**src/rtl/imuldiv_int_div_arbiter_pkg.sv**
```systemverilog
// Shared divider message definitions: field widths, port tags and the
// request message layout used by the divider arbiter.
package imuldiv_int_div_arbiter_pkg;

  // Message field widths
  localparam int unsigned FN_W     = 1;
  localparam int unsigned OPND_W   = 32;
  localparam int unsigned RESULT_W = 64;

  // Requester tags
  localparam logic PORT0 = 1'b0;
  localparam logic PORT1 = 1'b1;

  // Operand bundle as latched by the divider in the fire cycle
  typedef struct packed {
    logic [FN_W-1:0]   fn;
    logic [OPND_W-1:0] a;
    logic [OPND_W-1:0] b;
  } div_req_msg_t;

endpackage

```
**src/rtl/imuldiv_int_div_arbiter_respbuf.sv**
```systemverilog
// One-entry val/rdy buffer carrying a divider result and its owner tag.
// The enqueue side is ready only while the entry is empty, judged from the
// registered valid bit, so no combinational path exists from the consumer.
module imuldiv_DivRespBuf
  import imuldiv_int_div_arbiter_pkg::*;
#(
  parameter int unsigned TAG_W = 1
) (
  input  logic                clk,
  input  logic                reset,
  input  logic                i_enq_val,
  output logic                o_enq_rdy,
  input  logic [TAG_W-1:0]    i_enq_tag,
  input  logic [RESULT_W-1:0] i_enq_data,
  output logic                o_deq_val,
  input  logic                i_deq_rdy,
  output logic [TAG_W-1:0]    o_deq_tag,
  output logic [RESULT_W-1:0] o_deq_data
);

  logic                r_val;
  logic [TAG_W-1:0]    r_tag;
  logic [RESULT_W-1:0] r_data;
  logic                w_enq_fire;
  logic                w_deq_fire;

  assign o_enq_rdy  = reset & ~r_val;
  assign o_deq_val  = reset & r_val;
  assign o_deq_tag  = r_tag;
  assign o_deq_data = r_data;
  assign w_enq_fire = i_enq_val & o_enq_rdy;
  assign w_deq_fire = o_deq_val & i_deq_rdy;

  // Entry state: load on enqueue, clear on dequeue
  always_ff @(posedge clk) begin
    if (!reset) begin
      r_val  <= 1'b0;
      r_tag  <= '0;
      r_data <= '0;
    end else if (w_enq_fire) begin
      r_val  <= 1'b1;
      r_tag  <= i_enq_tag;
      r_data <= i_enq_data;
    end else if (w_deq_fire) begin
      r_val  <= 1'b0;
    end
  end

endmodule

```
**src/rtl/imuldiv_int_div_arbiter.sv**
```systemverilog
// Round-robin arbiter sharing one iterative divider between two requesters.
// Tracks the single in-flight operation's owner and returns the result
// through a one-entry tagged buffer so the divider can go idle while the
// owner is stalled.
module imuldiv_int_div_arbiter
  import imuldiv_int_div_arbiter_pkg::*;
#(
  parameter int unsigned NUM_PORTS = 2
) (
  input  logic                clk,
  input  logic                reset,

  input  logic                req0_val,
  output logic                req0_rdy,
  input  logic                req0_msg_fn,
  input  logic [OPND_W-1:0]   req0_msg_a,
  input  logic [OPND_W-1:0]   req0_msg_b,
  output logic                resp0_val,
  input  logic                resp0_rdy,
  output logic [RESULT_W-1:0] resp0_msg_result,

  input  logic                req1_val,
  output logic                req1_rdy,
  input  logic                req1_msg_fn,
  input  logic [OPND_W-1:0]   req1_msg_a,
  input  logic [OPND_W-1:0]   req1_msg_b,
  output logic                resp1_val,
  input  logic                resp1_rdy,
  output logic [RESULT_W-1:0] resp1_msg_result,

  output logic                divreq_val,
  input  logic                divreq_rdy,
  output logic                divreq_msg_fn,
  output logic [OPND_W-1:0]   divreq_msg_a,
  output logic [OPND_W-1:0]   divreq_msg_b,
  input  logic                divresp_val,
  output logic                divresp_rdy,
  input  logic [RESULT_W-1:0] divresp_msg_result
);

  localparam int unsigned TAG_W = $clog2(NUM_PORTS);

  logic                r_busy;
  logic [TAG_W-1:0]    r_owner;
  logic [TAG_W-1:0]    r_prio;

  logic                w_issue_ok;
  logic [TAG_W-1:0]    w_grant;
  div_req_msg_t        w_req0;
  div_req_msg_t        w_req1;
  div_req_msg_t        w_greq;
  logic                w_req_fire;
  logic                w_divresp_fire;

  logic                w_buf_enq_rdy;
  logic                w_buf_val;
  logic [TAG_W-1:0]    w_buf_tag;
  logic [RESULT_W-1:0] w_buf_data;
  logic                w_buf_deq_rdy;

  assign w_req0 = {req0_msg_fn, req0_msg_a, req0_msg_b};
  assign w_req1 = {req1_msg_fn, req1_msg_a, req1_msg_b};

  // Issue only when no operation is outstanding and not in reset
  assign w_issue_ok = reset & ~r_busy;

  // Grant: priority port on contention, otherwise whichever port is valid
  always_comb begin
    w_grant = PORT0;
    if (req0_val && req1_val) begin
      w_grant = r_prio;
    end else if (req1_val) begin
      w_grant = PORT1;
    end
  end

  assign w_greq        = (w_grant == PORT1) ? w_req1 : w_req0;
  assign divreq_val    = w_issue_ok & (req0_val | req1_val);
  assign divreq_msg_fn = w_greq.fn;
  assign divreq_msg_a  = w_greq.a;
  assign divreq_msg_b  = w_greq.b;

  assign req0_rdy = w_issue_ok & (w_grant == PORT0) & divreq_rdy;
  assign req1_rdy = w_issue_ok & (w_grant == PORT1) & divreq_rdy;

  assign w_req_fire     = divreq_val & divreq_rdy;
  assign divresp_rdy    = w_buf_enq_rdy;
  assign w_divresp_fire = divresp_val & divresp_rdy;

  // Occupancy, owner tag and round-robin pointer
  always_ff @(posedge clk) begin
    if (!reset) begin
      r_busy  <= 1'b0;
      r_owner <= PORT0;
      r_prio  <= PORT0;
    end else begin
      if (w_divresp_fire) begin
        r_busy <= 1'b0;
      end
      if (w_req_fire) begin
        r_busy  <= 1'b1;
        r_owner <= w_grant;
        r_prio  <= ~w_grant;
      end
    end
  end

  // Delivery handshake follows whichever port owns the buffered result
  assign w_buf_deq_rdy = (w_buf_tag == PORT1) ? resp1_rdy : resp0_rdy;

  imuldiv_DivRespBuf #(
    .TAG_W (TAG_W)
  ) u_respbuf (
    .clk        (clk),
    .reset      (reset),
    .i_enq_val  (divresp_val),
    .o_enq_rdy  (w_buf_enq_rdy),
    .i_enq_tag  (r_owner),
    .i_enq_data (divresp_msg_result),
    .o_deq_val  (w_buf_val),
    .i_deq_rdy  (w_buf_deq_rdy),
    .o_deq_tag  (w_buf_tag),
    .o_deq_data (w_buf_data)
  );

  assign resp0_val        = w_buf_val & (w_buf_tag == PORT0);
  assign resp1_val        = w_buf_val & (w_buf_tag == PORT1);
  assign resp0_msg_result = w_buf_data;
  assign resp1_msg_result = w_buf_data;

endmodule

```
**config.mk**
```make
export PLATFORM = sky130hd
export DESIGN_NAME = imuldiv_int_div_arbiter
export DESIGN_NICKNAME = d
export VERILOG_FILES = /design/src/rtl/imuldiv_int_div_arbiter_pkg.sv /design/src/rtl/imuldiv_int_div_arbiter_respbuf.sv /design/src/rtl/imuldiv_int_div_arbiter.sv
export SDC_FILE = /design/constraint.sdc
export NUM_CORES = 1
export LEC_CHECK = 0
export ABC_AREA = 1
export BUFFER_PORTS_ARGS = -buffer_cell sky130_fd_sc_hd__buf_4
export CAP_MARGIN = 20
export CORE_AREA = 10 10 147 149
export CTS_BUF_LIST = sky130_fd_sc_hd__clkbuf_16
export DETAILED_ROUTE_END_ITERATION = 6
export DIE_AREA = 0 0 157 159
export PLACE_DENSITY_LB_ADDON = 0.15
export SYNTH_ARGS = -nofsm -noshare
export SYNTH_HDL_FRONTEND = slang
export SYNTH_SLANG_ARGS = --single-unit
export TNS_END_PERCENT = 10
```
**constraint.sdc**
```tcl
create_clock -name clk -period 1.3 [get_ports clk]
set_input_delay 0.26 -clock clk [delete_from_list [all_inputs] [get_ports clk]]
set_output_delay 0.26 -clock clk [all_outputs]
set_load 0.01 [all_outputs]
```
* After elaboration in Yosys (flattened, before gate mapping)
Index checks and enable logic that the tools add are counted.
** Storage, ports and cells
- Register bits after elaboration :: 69
- ROM bits :: 0
- Latch bits :: 0
- Memory bits (writable) :: 0
- Memories kept :: 0
- Input port bits :: 202
** Cells by class
- Add/subtract/negate cells :: 0
- Shift operators :: 0
- Multipliers :: 0
- Multiplexer cells :: 8
- Divide/modulo/power cells :: 0
- Bitwise gates (word level) :: 18
- $lt $le $gt $ge :: 0
- Reduce and logical (&&, ||, !) cells :: 3
- Equal/unequal tests :: 0
** Operator list (number)
- two-way mux 65 bit :: 1
- AND 1 bit :: 13
- two-way mux 1 bit :: 7
- NOT 1 bit :: 4
- nonzero test 2 bit :: 2
- logical AND 1 bit :: 1
- bitwise OR 1 bit :: 1

* Logic depth before layout (Yosys ltp)
- Depth in word-level cells :: 5
- Gate-level depth with buffers :: 9

* By module
From an unflattened synthesis, not the netlist that was laid out.
** Second synthesis, totals
- Cells, all modules :: 740
- Area total of the unflattened synthesis :: 4488.1 um^2
** By module, submodules not included
- imuldiv_DivRespBuf :: cells an instance 434, instances 1, area an instance 2980.4 um^2
- imuldiv_int_div_arbiter :: cells an instance 306, instances 1, area an instance 1507.7 um^2

* Worst setup path before layout
OpenSTA, ideal clock, no wires.
- Path type :: register to output
- From :: reg r_prio
- To :: out divreq_msg_a[0]
- Buffers on the path :: 2
- Slack :: 20 ps
- Cell stages (with the launch flop) :: 7
- Data arrival time :: 1020 ps
- Path through :: dfxtp_1 > nor2_1 > nor2_2 > buf_2 > buf_2 > nand2_1 > nand2_1
** On the way
- Longest elaborated chain between the ends :: 2
** Ends and longest elaborated chain
- from (decl) :: RTL line imuldiv_int_div_arbiter.sv:45 : logic [TAG_W-1:0] r_prio;
- from (signal assigned) :: RTL line imuldiv_int_div_arbiter.sv:103 : r_prio <= ~w_grant;
- two-way mux 1 bit :: RTL line imuldiv_int_div_arbiter.sv:70 : if (req0_val && req1_val) begin
- two-way mux 65 bit :: RTL line imuldiv_int_div_arbiter.sv:77 : assign w_greq = (w_grant == PORT1) ? w_req1 : w_req0;
- to (decl) :: RTL line imuldiv_int_div_arbiter.sv:34 : output logic [OPND_W-1:0] divreq_msg_a,
Every way passes these cells.

* Final worst setup path
- From :: reg r_prio
- To :: out divreq_msg_a[24]
Same word-level chain as after synthesis.

==> qor.csv <==
stage,metric,value,unit
clocking,H-tree Lvls,3,
placed_design,DP Area,6574,sq um
worst_setup_path,max incr delay on CP,330,ps
detailed_routing,DRC viols,0,
synthesis,Post-Syn Area per Cell,6.380,sq um
worst_setup_path,CP cell instances,nor2_4 -> nor2_4 -> buf_12 -> inv_12 -> clkbuf_16 -> nand2_1 -> nand2_1 -> buf_6,
worst_setup_path,R2R Setup Slk,150,ps
hold_path,worst min-delay path startpoint,divresp_msg_result[22],
sta,Final period util,1.338,
pwr,Leak Pwr,4.176,nW
detailed_routing,first drt pass iteration count,6,
die,Die W,157,um
die,Die H,159,um
sta,Clock Skews,5.901,ps
synthesis,area of the mapped netlist,3796,sq um
worst_setup_path,CP Launch Type,register,
placed_design,Placer Congestion,0.8690,
sta,Hold Slack,112.2,ps
pwr,Cell Pwr Density,1016,nW/um^2
worst_setup_path,reg2reg path depth,6,
grt,antenna violations before repair,1,
sta,fin. max-slew vios,0,
worst_setup_path,cell at the slowest stage of the critical path,dfxtp_2,
die,Starting Density,0.2043,
sta,top achievable clock speed,0.5750,GHz
synthesis,Synth Area in Simple Gates,0.4321,
hold_path,worst hold path depth,3,
synthesis,Synthesized Nets,797,
cells_and_area,"Design Area, Final",7350,sq um
clocking,clk_lat worst skew,340,ps
detailed_routing,final wirelength,21060,um
die,die footprint,24960,sq um
clocking,CTS tree,yes,
clocking,root buf cell,clkbuf_16,
run,maxcap violations,0,
sta,# setup viols final,67,
cells_and_area,layout cells sized above 1,0.5224,
grt,vias in the first global route,4812,
cells_and_area,"commonest non-fill, non-tap cell in the layout",buf_4,
sta,RSZ-0062 raised after global routing,yes,
outcome,failing checks,setup timing,
placed_design,Buffers on Ports,400,
synthesis,synthesis-stage register bit count,69,
synthesis,"Seq/Total Area, Yosys",0.3639,
pwr,worst vdd ir,468.3,uV
clocking,"Clk pin slew, worst setup/hold paths",60,ps
sta,crit path time final,1739,ps
hold_path,Hold WC Path Type,input port to register,
sta,Slew Limit Headroom,0.8206,
cells_and_area,fin cells,1174,
detailed_routing,Routed WL per cell,17.94,um
worst_setup_path,CP max FO,9,
grt,total congestion overflow,0,
synthesis,mux share of post-synthesis cell area,0,
placed_design,HPWL after DPL,17080,um
placed_design,Post-Place Setup Slack,-208.1,ps
cells_and_area,most frequent cells in the layout,"buf_4 (384), nand2_1 (303), nand3_1 (67)",
synthesis,Yosys cell types,16,
synthesis,Synth Instances,595,
pwr,total power,7.465,mW
die,Core ar.,18580,sq um
sta,Final Hold Viols,0,
placed_design,Placed Instances,1146,
sta,measured slew at the worst slew-check pin,269.1,ps
clocking,CTS Buffer Depth,2,
worst_setup_path,WS Path Type,register to output port,
detailed_routing,number of DRC markers in iteration 0,161,
die,row cnt,50,
die,Ports,401,
outcome,status,"finished, violations left",
synthesis,Compound-Gate Fraction of Synth Area,0.005274,
synthesis,xor/xnor cell area share of the yosys netlist,0,
worst_setup_path,Critical Path AT,1480,ps
hold_path,worst hold endpoint,u_respbuf.o_deq_data[22],
cells_and_area,NumNets Final,1135,
synthesis,synth warn,0,
worst_setup_path,CP Data Required Time,1040,ps
sta,Final WS setup,-439.3,ps
worst_setup_path,reg2reg start,r_prio,
grt,gr usage total,0.1517,
synthesis,Adder-Cell Fraction of Synth Area,0,
worst_setup_path,FF-to-FF End,r_owner,
detailed_routing,vias per inst,4.123,
grt,global-route wire length before repair,29390,um
detailed_routing,Vias,4840,
grt,largest net degree at the start of global routing,56,
worst_setup_path,Crit. End Element,output port,
detailed_routing,Post-DRT Antenna Nets,0,
synthesis,main combinational cell family by area after synthesis,simple AND/OR/NAND/NOR gates,
clocking,cts bufs inserted,9,
cells_and_area,Synth-to-Final Area Change,93.61,%
clocking,CTS sink count,69,
## synthesized netlist by cell type, drive strengths merged
cell type  instances  share of area
buf               95           0.18
a21oi              4         0.0053
dfxtp             69           0.36
inv               11          0.011
nor2               8          0.011
clkbuf             5         0.0049
nand3             67          0.088
nor3               1         0.0013
nand2            335           0.33
## worst max-delay path: cells and delay by family, from the launching register on
kind | cells | cell delay [ps]
buffers and inverters | 4 | 530
DFF | 1 | 330
and+or+nand+nor | 4 | 280
## final cells by class
type	instances	area, sq um
Clock inverter	7	97.59
Fill cell	1981	11230
Multi-Input combinational cell	415	1769
Timing Repair Buffer	427	3520
Inverter	11	53.80
Tap cell	234	292.8
Clock buffer	9	225.2
Sequential cell	69	1386
Antenna cell	2	5.005
## per-layer routing
| layer | track usage | up-vias | wire, um |
|---|---|---|---|
| met3 | 0.06989 | 17 | 2261 |
| li1 | - | 2438 | - |
| met2 | 0.2703 | 235 | 10950 |
| met1 | 0.1531 | 2150 | 7512 |
| met4 | 0.04549 | 0 | 338 |
| met5 | 0 | - | 0 |
## sequential cells by signal, indices dropped and copies added, names as in the netlist
name                  count
u_respbuf.o_deq_tag       1
r_busy                    1
u_respbuf.o_deq_data     64
r_owner                   1
u_respbuf.r_val           1
r_prio                    1
## worst max-delay path by stage
stage / from / end / slack [ps] / depth (start not counted)
after global placement: req0_val / divreq_msg_b[22] / -220 / 8
after CTS: r_prio / divreq_msg_b[1] / -440 / 7
final: r_prio / divreq_msg_a[24] / -440 / 8
after floorplan: r_prio / divreq_msg_a[0] / 20 / 6
after detailed placement: req0_val / divreq_msg_a[4] / -210 / 8
after global routing: r_prio / divreq_msg_b[9] / -520 / 8
## cells by family (layout without fill, tap and decap cells)
group | after synthesis | count (layout)
and+or+nand+nor | 411 | 411
other | 0 | 2
DFF | 69 | 69
AOI/OAI and AO/OA | 4 | 4
buffers and inverters | 111 | 454
## power by group
| part | switching [mW] | internal [mW] | leakage, nW | total [mW] |
|---|---|---|---|---|
| clock | 0.984 | 1.69 | 0.152 | 2.67 |
| sequential | 0.140 | 2.28 | 0.570 | 2.42 |
| combinational | 1.05 | 1.33 | 3.45 | 2.37 |
| total | 2.17 | 5.29 | 4.18 | 7.47 |
## through the flow
stage / utilization / TNS [ps]
floorplan: - / 0
CTS: 0.3741 / -27280
global placement: 0.3538 / -9773
finish: 0.3956 / -26710
global route: 0.3954 / -31890
detailed placement: 0.3538 / -10050
## what timing repair did
action                                  CTS  global route
hold buffers                              0             0
gates cloned                              0             8
endpoints found under the setup margin   70            72
buffers inserted                          0             3
pin swaps                                 1             4
resized for setup                        19            62
Power figures use the tool's default switching activity.
